File: src/rtl/vga_cursor_controller_pkg.sv
// Shared constants, FSM encoding and wrap-around step helper for the cursor controller.
package vga_cursor_controller_pkg;

    localparam int unsigned NUM_BLOCKS_X = 10;
    localparam int unsigned NUM_BLOCKS_Y = 8;
    localparam int unsigned BLOCK_SIZE   = 64;
    localparam int unsigned POS_W        = 4;
    localparam int unsigned NUM_BTNS     = 5;

    // Button indices: directions first, centre last
    localparam int unsigned BTN_UP     = 0;
    localparam int unsigned BTN_DOWN   = 1;
    localparam int unsigned BTN_LEFT   = 2;
    localparam int unsigned BTN_RIGHT  = 3;
    localparam int unsigned BTN_CENTER = 4;

    typedef enum logic [1:0] {
        ST_IDLE   = 2'd0,
        ST_DELAY  = 2'd1,
        ST_REPEAT = 2'd2
    } btn_state_e;

    typedef struct packed {
        logic [POS_W-1:0] x;
        logic [POS_W-1:0] y;
    } cursor_pos_t;

    // One step along an axis; opposing requests cancel, wrap via explicit limit compare
    function automatic logic [POS_W-1:0] step_pos(input logic [POS_W-1:0] pos,
                                                  input logic             dec,
                                                  input logic             inc,
                                                  input int unsigned      limit);
        logic [POS_W-1:0] res;
        res = pos;
        if (dec && !inc) begin
            res = (pos == POS_W'(0)) ? POS_W'(limit - 1) : pos - POS_W'(1);
        end else if (inc && !dec) begin
            res = (pos == POS_W'(limit - 1)) ? POS_W'(0) : pos + POS_W'(1);
        end
        return res;
    endfunction

endpackage

File: src/rtl/vga_cursor_controller_if.sv
// Button/vsync inputs and committed cursor outputs of the cursor controller.
interface vga_cursor_controller_if import vga_cursor_controller_pkg::*; ();

    logic             iBtnUp;
    logic             iBtnDown;
    logic             iBtnLeft;
    logic             iBtnRight;
    logic             iBtnCenter;
    logic             iVGAVerticalSync;
    logic [POS_W-1:0] oMarkedBlockPosX;
    logic [POS_W-1:0] oMarkedBlockPosY;
    logic             oMoveStrobe;

    modport master (
        output iBtnUp, iBtnDown, iBtnLeft, iBtnRight, iBtnCenter, iVGAVerticalSync,
        input  oMarkedBlockPosX, oMarkedBlockPosY, oMoveStrobe
    );

    modport slave (
        input  iBtnUp, iBtnDown, iBtnLeft, iBtnRight, iBtnCenter, iVGAVerticalSync,
        output oMarkedBlockPosX, oMarkedBlockPosY, oMoveStrobe
    );

endinterface

File: src/rtl/vga_cursor_button.sv
// One button: 2-flop synchronizer, debouncer and frame-based auto-repeat FSM.
// req_o pulses for one cycle per accepted press and per auto-repeat.
module vga_cursor_button import vga_cursor_controller_pkg::*; #(
    parameter int unsigned DEBOUNCE_CYCLES     = 500000,
    parameter int unsigned DB_CNT_WIDTH        = 20,
    parameter int unsigned REPEAT_DELAY_FRAMES = 30,
    parameter int unsigned REPEAT_RATE_FRAMES  = 6,
    parameter int unsigned FR_CNT_WIDTH        = 6,
    parameter int unsigned REPEAT_EN           = 1
) (
    input  logic Clock,
    input  logic Reset,
    input  logic btn_i,
    input  logic frame_tick_i,
    output logic req_o
);

    logic                    sync1_q, sync2_q;
    logic                    db_q, db_d;
    logic [DB_CNT_WIDTH-1:0] db_cnt_q, db_cnt_d;
    logic                    db_rise_c;
    btn_state_e              state_q, state_d;
    logic [FR_CNT_WIDTH-1:0] fr_cnt_q, fr_cnt_d;
    logic [FR_CNT_WIDTH-1:0] fr_inc_c;
    logic                    delay_done_c, rate_done_c;
    logic                    req_q, req_d;

    // Synchronizer and debounce registers
    always_ff @(posedge Clock) begin
        if (Reset) begin
            sync1_q  <= 1'b0;
            sync2_q  <= 1'b0;
            db_q     <= 1'b0;
            db_cnt_q <= '0;
        end else begin
            sync1_q  <= btn_i;
            sync2_q  <= sync1_q;
            db_q     <= db_d;
            db_cnt_q <= db_cnt_d;
        end
    end

    always_comb begin
        db_d     = db_q;
        db_cnt_d = '0;
        if (sync2_q != db_q) begin
            if (db_cnt_q == DB_CNT_WIDTH'(DEBOUNCE_CYCLES - 1)) begin
                db_d = sync2_q;
            end else begin
                db_cnt_d = db_cnt_q + DB_CNT_WIDTH'(1);
            end
        end
    end

    assign db_rise_c    = db_d & ~db_q;
    assign fr_inc_c     = fr_cnt_q + FR_CNT_WIDTH'(1);
    assign delay_done_c = frame_tick_i && (fr_inc_c == FR_CNT_WIDTH'(REPEAT_DELAY_FRAMES));
    assign rate_done_c  = frame_tick_i && (fr_inc_c == FR_CNT_WIDTH'(REPEAT_RATE_FRAMES));

    // FSM state register
    always_ff @(posedge Clock) begin
        if (Reset) begin
            state_q  <= ST_IDLE;
            fr_cnt_q <= '0;
            req_q    <= 1'b0;
        end else begin
            state_q  <= state_d;
            fr_cnt_q <= fr_cnt_d;
            req_q    <= req_d;
        end
    end

    // FSM next state
    always_comb begin
        state_d  = state_q;
        fr_cnt_d = fr_cnt_q;
        unique case (state_q)
            ST_IDLE: begin
                if (db_rise_c && (REPEAT_EN != 0)) begin
                    state_d  = ST_DELAY;
                    fr_cnt_d = '0;
                end
            end
            ST_DELAY: begin
                if (delay_done_c) begin
                    state_d  = ST_REPEAT;
                    fr_cnt_d = '0;
                end else if (frame_tick_i) begin
                    fr_cnt_d = fr_inc_c;
                end
            end
            ST_REPEAT: begin
                if (rate_done_c) begin
                    fr_cnt_d = '0;
                end else if (frame_tick_i) begin
                    fr_cnt_d = fr_inc_c;
                end
            end
            default: begin
                state_d  = ST_IDLE;
                fr_cnt_d = '0;
            end
        endcase
        // Releasing the button abandons any repeat in progress
        if ((state_q != ST_IDLE) && !db_q) begin
            state_d  = ST_IDLE;
            fr_cnt_d = '0;
        end
    end

    // FSM output
    always_comb begin
        req_d = 1'b0;
        unique case (state_q)
            ST_IDLE:   req_d = db_rise_c;
            ST_DELAY:  req_d = db_q && delay_done_c;
            ST_REPEAT: req_d = db_q && rate_done_c;
            default:   req_d = 1'b0;
        endcase
    end

    assign req_o = req_q;

endmodule

File: src/rtl/vga_cursor_controller.sv
// Cursor position sequencer: collects button requests and commits one step per axis
// at each vsync falling edge so the marked block never changes mid-frame.
module vga_cursor_controller import vga_cursor_controller_pkg::*; #(
    parameter int unsigned DEBOUNCE_CYCLES     = 500000,
    parameter int unsigned DB_CNT_WIDTH        = 20,
    parameter int unsigned REPEAT_DELAY_FRAMES = 30,
    parameter int unsigned REPEAT_RATE_FRAMES  = 6,
    parameter int unsigned FR_CNT_WIDTH        = 6
) (
    input  logic                    Clock,
    input  logic                    Reset,
    vga_cursor_controller_if.slave  bus
);

    logic                vs1_q, vs2_q, vs_prev_q;
    logic                frame_tick_c;
    logic [NUM_BTNS-1:0] btn_raw_c;
    logic [NUM_BTNS-1:0] req_c;
    logic [NUM_BTNS-1:0] pend_q, pend_d;
    cursor_pos_t         pos_q, pos_d;
    logic                strobe_q;

    // vsync idles high, so its synchronizer resets to 1 to avoid a spurious tick
    always_ff @(posedge Clock) begin
        if (Reset) begin
            vs1_q     <= 1'b1;
            vs2_q     <= 1'b1;
            vs_prev_q <= 1'b1;
        end else begin
            vs1_q     <= bus.iVGAVerticalSync;
            vs2_q     <= vs1_q;
            vs_prev_q <= vs2_q;
        end
    end

    assign frame_tick_c = vs_prev_q & ~vs2_q;

    assign btn_raw_c = {bus.iBtnCenter, bus.iBtnRight, bus.iBtnLeft, bus.iBtnDown, bus.iBtnUp};

    for (genvar i = 0; i < NUM_BTNS; i++) begin : g_btn
        vga_cursor_button #(
            .DEBOUNCE_CYCLES     (DEBOUNCE_CYCLES),
            .DB_CNT_WIDTH        (DB_CNT_WIDTH),
            .REPEAT_DELAY_FRAMES (REPEAT_DELAY_FRAMES),
            .REPEAT_RATE_FRAMES  (REPEAT_RATE_FRAMES),
            .FR_CNT_WIDTH        (FR_CNT_WIDTH),
            .REPEAT_EN           ((i == BTN_CENTER) ? 0 : 1)
        ) u_btn (
            .Clock        (Clock),
            .Reset        (Reset),
            .btn_i        (btn_raw_c[i]),
            .frame_tick_i (frame_tick_c),
            .req_o        (req_c[i])
        );
    end

    // Requests arriving in the tick cycle survive into the next frame
    assign pend_d = frame_tick_c ? req_c : (pend_q | req_c);

    always_comb begin
        pos_d = pos_q;
        if (pend_q[BTN_CENTER]) begin
            pos_d.x = POS_W'(NUM_BLOCKS_X / 2);
            pos_d.y = POS_W'(NUM_BLOCKS_Y / 2);
        end else begin
            pos_d.x = step_pos(pos_q.x, pend_q[BTN_LEFT], pend_q[BTN_RIGHT], NUM_BLOCKS_X);
            pos_d.y = step_pos(pos_q.y, pend_q[BTN_UP], pend_q[BTN_DOWN], NUM_BLOCKS_Y);
        end
    end

    always_ff @(posedge Clock) begin
        if (Reset) begin
            pend_q   <= '0;
            pos_q    <= '0;
            strobe_q <= 1'b0;
        end else begin
            pend_q   <= pend_d;
            strobe_q <= frame_tick_c && (pos_d != pos_q);
            if (frame_tick_c) begin
                pos_q <= pos_d;
            end
        end
    end

    assign bus.oMarkedBlockPosX = pos_q.x;
    assign bus.oMarkedBlockPosY = pos_q.y;
    assign bus.oMoveStrobe      = strobe_q;

endmodule

File: src/flat_wrapper.sv
// flat-port wrapper written by rule: the top's interface ports become plain ports
module vga_cursor_controller_flat import vga_cursor_controller_pkg::*;
#(
    parameter int unsigned DEBOUNCE_CYCLES     = 500000,
    parameter int unsigned DB_CNT_WIDTH        = 20,
    parameter int unsigned REPEAT_DELAY_FRAMES = 30,
    parameter int unsigned REPEAT_RATE_FRAMES  = 6,
    parameter int unsigned FR_CNT_WIDTH        = 6
)
  (Clock, Reset, bus_iBtnUp, bus_iBtnDown, bus_iBtnLeft, bus_iBtnRight, bus_iBtnCenter, bus_iVGAVerticalSync, bus_oMarkedBlockPosX, bus_oMarkedBlockPosY, bus_oMoveStrobe);
  vga_cursor_controller_if bus_i ();
  input  logic Clock;
  input  logic Reset;
  input wire logic [$bits(bus_i.iBtnUp)-1:0] bus_iBtnUp;
  input wire logic [$bits(bus_i.iBtnDown)-1:0] bus_iBtnDown;
  input wire logic [$bits(bus_i.iBtnLeft)-1:0] bus_iBtnLeft;
  input wire logic [$bits(bus_i.iBtnRight)-1:0] bus_iBtnRight;
  input wire logic [$bits(bus_i.iBtnCenter)-1:0] bus_iBtnCenter;
  input wire logic [$bits(bus_i.iVGAVerticalSync)-1:0] bus_iVGAVerticalSync;
  output wire logic [$bits(bus_i.oMarkedBlockPosX)-1:0] bus_oMarkedBlockPosX;
  output wire logic [$bits(bus_i.oMarkedBlockPosY)-1:0] bus_oMarkedBlockPosY;
  output wire logic [$bits(bus_i.oMoveStrobe)-1:0] bus_oMoveStrobe;
  assign bus_i.iBtnUp = bus_iBtnUp;
  assign bus_i.iBtnDown = bus_iBtnDown;
  assign bus_i.iBtnLeft = bus_iBtnLeft;
  assign bus_i.iBtnRight = bus_iBtnRight;
  assign bus_i.iBtnCenter = bus_iBtnCenter;
  assign bus_i.iVGAVerticalSync = bus_iVGAVerticalSync;
  assign bus_oMarkedBlockPosX = bus_i.oMarkedBlockPosX;
  assign bus_oMarkedBlockPosY = bus_i.oMarkedBlockPosY;
  assign bus_oMoveStrobe = bus_i.oMoveStrobe;
  vga_cursor_controller #(.DEBOUNCE_CYCLES(DEBOUNCE_CYCLES), .DB_CNT_WIDTH(DB_CNT_WIDTH), .REPEAT_DELAY_FRAMES(REPEAT_DELAY_FRAMES), .REPEAT_RATE_FRAMES(REPEAT_RATE_FRAMES), .FR_CNT_WIDTH(FR_CNT_WIDTH)) u_core (.Clock(Clock), .Reset(Reset), .bus(bus_i));
endmodule
File: config.mk
export PLATFORM = sky130hd
export DESIGN_NAME = vga_cursor_controller_flat
export DESIGN_NICKNAME = d
export VERILOG_FILES = /design/src/rtl/vga_cursor_controller_pkg.sv /design/src/rtl/vga_cursor_controller_if.sv /design/src/rtl/vga_cursor_button.sv /design/src/rtl/vga_cursor_controller.sv /design/src/flat_wrapper.sv
export SDC_FILE = /design/constraint.sdc
export NUM_CORES = 1
export LEC_CHECK = 0
export ABC_AREA = 1
export CAP_MARGIN = 0
export CELL_PAD_IN_SITES_DETAIL_PLACEMENT = 2
export CELL_PAD_IN_SITES_GLOBAL_PLACEMENT = 2
export CORE_MARGIN = 8
export CORE_UTILIZATION = 37
export CTS_CLUSTER_SIZE = 14
export DETAILED_ROUTE_END_ITERATION = 8
export DONT_BUFFER_PORTS = 1
export PLACE_DENSITY_LB_ADDON = 0.1
export SETUP_SLACK_MARGIN = 0.3
export SLEW_MARGIN = 20
export SYNTH_ARGS = -nofsm -noshare
export SYNTH_HDL_FRONTEND = slang
export SYNTH_SLANG_ARGS = --single-unit
File: constraint.sdc
create_clock -name Clock -period 2.3 [get_ports Clock]
set_clock_uncertainty 0.05 [all_clocks]
set_input_delay 0.345 -clock Clock [delete_from_list [all_inputs] [get_ports Clock]]
set_output_delay 0.345 -clock Clock [all_outputs]
set_load 0.02 [all_outputs]
==> impl_metrics.tcl <==
set metrics [dict create \
    clock.fmax_mhz 530 \
    clock_sinks 169 \
    postRouteAntennaNets 0 \
    cpPeakStageDelay_ns 0.36 \
    grt_pass1_wl_um 45000 \
    grt_overflow 0 \
    cts_max_path_buffers 2 \
    fin_ws_ns 0.411 \
    vias_per_cell 5.08 \
    htree_levels 4 \
    ys_types 38 \
    place_congestion 0.775 \
    cp.arrival_ns 2.19 \
    synth_area_leader_cell "dfxtp_1" \
    crit_chain "ha_1 -> nand2_1 -> nor2_2 -> nand3_2 -> nor2_4 -> nand3_4 -> a21oi_4 -> nand3b_1 -> a21oi_1" \
    pwr-share-clk_pct 45.6 \
    cts_root_buffer "clkbuf_16" \
    grt_max_degree 22 \
    start_util_pct 37.3 \
    core_area_um2 24000 \
    core.rowCount 57 \
    areaGrowthSynthToFinish_pct 16.2 \
    wire_per_inst_um 16.1 \
    first_global_vias 9345 \
    dp_slack_ns 0.287 \
    p_sw_share_pct 26.6 \
    muxShareOfSynthArea_pct 0 \
    synthesis.nets 1362 \
    p_int_mw 5.05 \
    path_clk_slew_ns 0.07 \
    avgSynthCellArea_um2 6.79 \
    status "complete, no violations" \
    fillers 2886 \
    path_max_fanout 5 \
    cp.required_ns 2.60 \
    finalSetupViolCount 0 \
    yosys.area_share.simple_pct 32.8 \
    p_leak_nw 3.87 \
    fp.dieArea_um2 29500 \
    drive_above_1_share_pct 12.7 \
    nNetsFinal 1393 \
    tightest_slew_ns 0.447 \
    finalCriticalPeriod_ns 1.89 \
    cpMaxStageDelayCell "dfxtp_1" \
    synth-compound-area-share_pct 11.6 \
    port_buffers 0 \
    cellPowerDensity_nw_per_um2 661 \
    synth-xor-area-share_pct 3.23 \
    slew_violations 0 \
    cp_top_family "simple AND/OR/NAND/NOR gates" \
    die_h_um 172 \
    dr.pass1.iters 4 \
    routed_wl_um 27200 \
    crit_type "reg -> reg" \
    yosysWarnings 0 \
    holdCritPathClass "in -> reg" \
    synth_seq_cells 169 \
    cp-start-kind "register" \
    drv_cap 0 \
    diodes 0 \
    cts_tree "built" \
    peakVddDrop_uv 466 \
    min_period_over_period_pct 82.1 \
    relSlewSlack_pct 70.2 \
    dr_total_vias 8571 \
    multi_input_area_um2 4920 \
    ios 17 \
    synth_top_family_by_area "simple AND/OR/NAND/NOR gates" \
    seq_area_um2 3400 \
    antenna_found_initial 0 \
    drc 0 \
    seq_power_share_pct 44.4 \
    grt.total_usage_pct 18.6 \
    clk_latency_ns 0.43 \
    crit_buf_inv 0 \
    yosysTopAreaCellShare_pct 37.8 \
    final_util_pct 43.3 \
    synthAdderAreaFrac_pct 4.89 \
    syn_inst 1319 \
    combPwrFrac_pct 10.0 \
    numCtsBuffers 17 \
    hold_viol 0 \
    p_switching_mw 1.83 \
    rsz0062_at_grt "yes" \
    die_w_um 172 \
    netlist_area_um2 8960 \
    drt-initial-drc-count 277 \
    end_kind "register" \
    ys_seq_area_share_pct 37.8 \
    synthTopCellsByArea "dfxtp_1, nand2_1, inv_1, nor2_1, a21oi_1" \
    dp.final_hpwl_um 18800 \
    finalSetupTns_ns 0 \
]
[placed cells by master, fill, tap and decap left out, drive strengths merged, types with 7 or more instances in the layout]
cell type  instances
dfxtp            169
nand2            264
or2               10
buf               24
nand3             95
nor3              41
ha                35
a21oi            126
nor2             187
nand4             36
nor3b              9
o21a               7
o21ai             60
xor2              27
clkbuf            21
inv              209
[state kept, by name (all words and copies together), names as in the netlist]
name,cells
u_core.g_btn.u_btn.db_cnt_q,100
u_core.g_btn.u_btn.fr_cnt_q,24
u_core.g_btn.u_btn.state_q,8
u_core.g_btn.u_btn.db_q,5
u_core.g_btn.u_btn.req_o,5
u_core.g_btn.u_btn.sync1_q,5
u_core.g_btn.u_btn.sync2_q,5
u_core.pend_q,5
u_core.bus.oMarkedBlockPosX,4
u_core.bus.oMarkedBlockPosY,4
u_core.bus.oMoveStrobe,1
u_core.vs1_q,1
u_core.vs2_q,1
u_core.vs_prev_q,1
[synth_stat cells]
cell and instances:
or2_2 8, o21ai_0 44, xor2_1 27, nand3_2 2, and3_1 1, inv_1 181, nor3b_1 7, nor3_2 6
clkinv_1 2, nand2_2 4, nand4_2 3, a21oi_2 2, nand3_1 93, nor3_1 35, or2_1 2, o21ai_1 16
a21oi_1 123, a21oi_4 1, nor2_2 13, nor2_4 2, xnor2_1 6, and3b_1 1, a211oi_1 2, nand3b_1 6
nor3b_2 2, nand4_1 33, inv_2 28, nor2_1 172, dfxtp_1 169, buf_2 5, nand2_1 260, ha_1 35
o211ai_1 1, a31oi_1 3, nor4_1 4, buf_1 1, clkbuf_1 12, o21a_1 7
[stage by stage]
step	std cells	power, mW	instance area, µm²	hold WS (ns)
after floorplan	1319	3.57	8960	0.338
after global placement	1639	3.73	9400	0.341
after detailed placement	1639	3.76	9400	0.350
after CTS	1677	6.94	10100	0.000800
after global routing	1686	7.17	10400	0.00107
final	1686	6.88	10400	0.0316
[power groups by stage]
stage | clock network [mW] | logic (mW) | registers (mW)
final | 3.14 | 0.691 | 3.06
after CTS | 3.21 | 0.672 | 3.05
after global routing | 3.32 | 0.785 | 3.06
after floorplan | 0 | 0.465 | 3.10
after detailed placement | 0 | 0.639 | 3.12
after global placement | 0 | 0.619 | 3.11
[layer usage]
layer	up-vias	routed length [µm]	GRT usage, %
met2	40	14200	34.6
li1	4296	-	-
met3	10	388	2.85
met5	-	0	0
met1	4225	12400	21.9
met4	0	214	4.76
[layout make-up]
class	count	area share [%]
flip-flops and latches	169	32.7
multi-input cells	921	47.2
clock inverters	10	1.61
repair buffers	30	2.55
inverters	211	7.74
well taps	324	3.89
clock buffers	21	4.32
[worst reg2reg max path, delay by kind of cell (launching register included)]
family | cells | cell delay (ns)
flops | 1 | 0.36
fa+ha+maj | 1 | 0.18
simple gates | 6 | 0.84
compound gates | 2 | 0.39
[timing repair]
item / 4_1_cts / 5_1_grt
hold buffers: 7 / 0
gates cloned: 0 / 0
buffers inserted: 0 / 9
pin swaps: 0 / 12
setup endpoints to repair: 2 / 81
resized for setup: 2 / 65
hold endpoints to repair: 21 / 0
[cell families after synthesis]
| kind of cell | count (synthesis) |
|---|---|
| AOI/OAI and AO/OA | 199 |
| buffers and inverters | 229 |
| adders and majority gates | 35 |
| DFF | 169 |
| and+or+nand+nor | 654 |
| xor gates and xnor gates | 33 |
[path summary, 6_finish.rpt]
kind	from	end	slack [ns]	cells after the start
setup / recovery	u_core.g_btn[0].u_btn.db_cnt_q[0]	u_core.g_btn[0].u_btn.fr_cnt_q[0]	0.41	9
hold / removal	Reset	u_core.g_btn[3].u_btn.req_o	0.03	2
setup reg to reg	u_core.g_btn[0].u_btn.db_cnt_q[0]	u_core.g_btn[0].u_btn.fr_cnt_q[0]	0.41	9
hold reg to reg	u_core.g_btn[2].u_btn.sync1_q	u_core.g_btn[2].u_btn.sync2_q	0.35	2
Note: power is estimated with default switching activity, not from simulation.
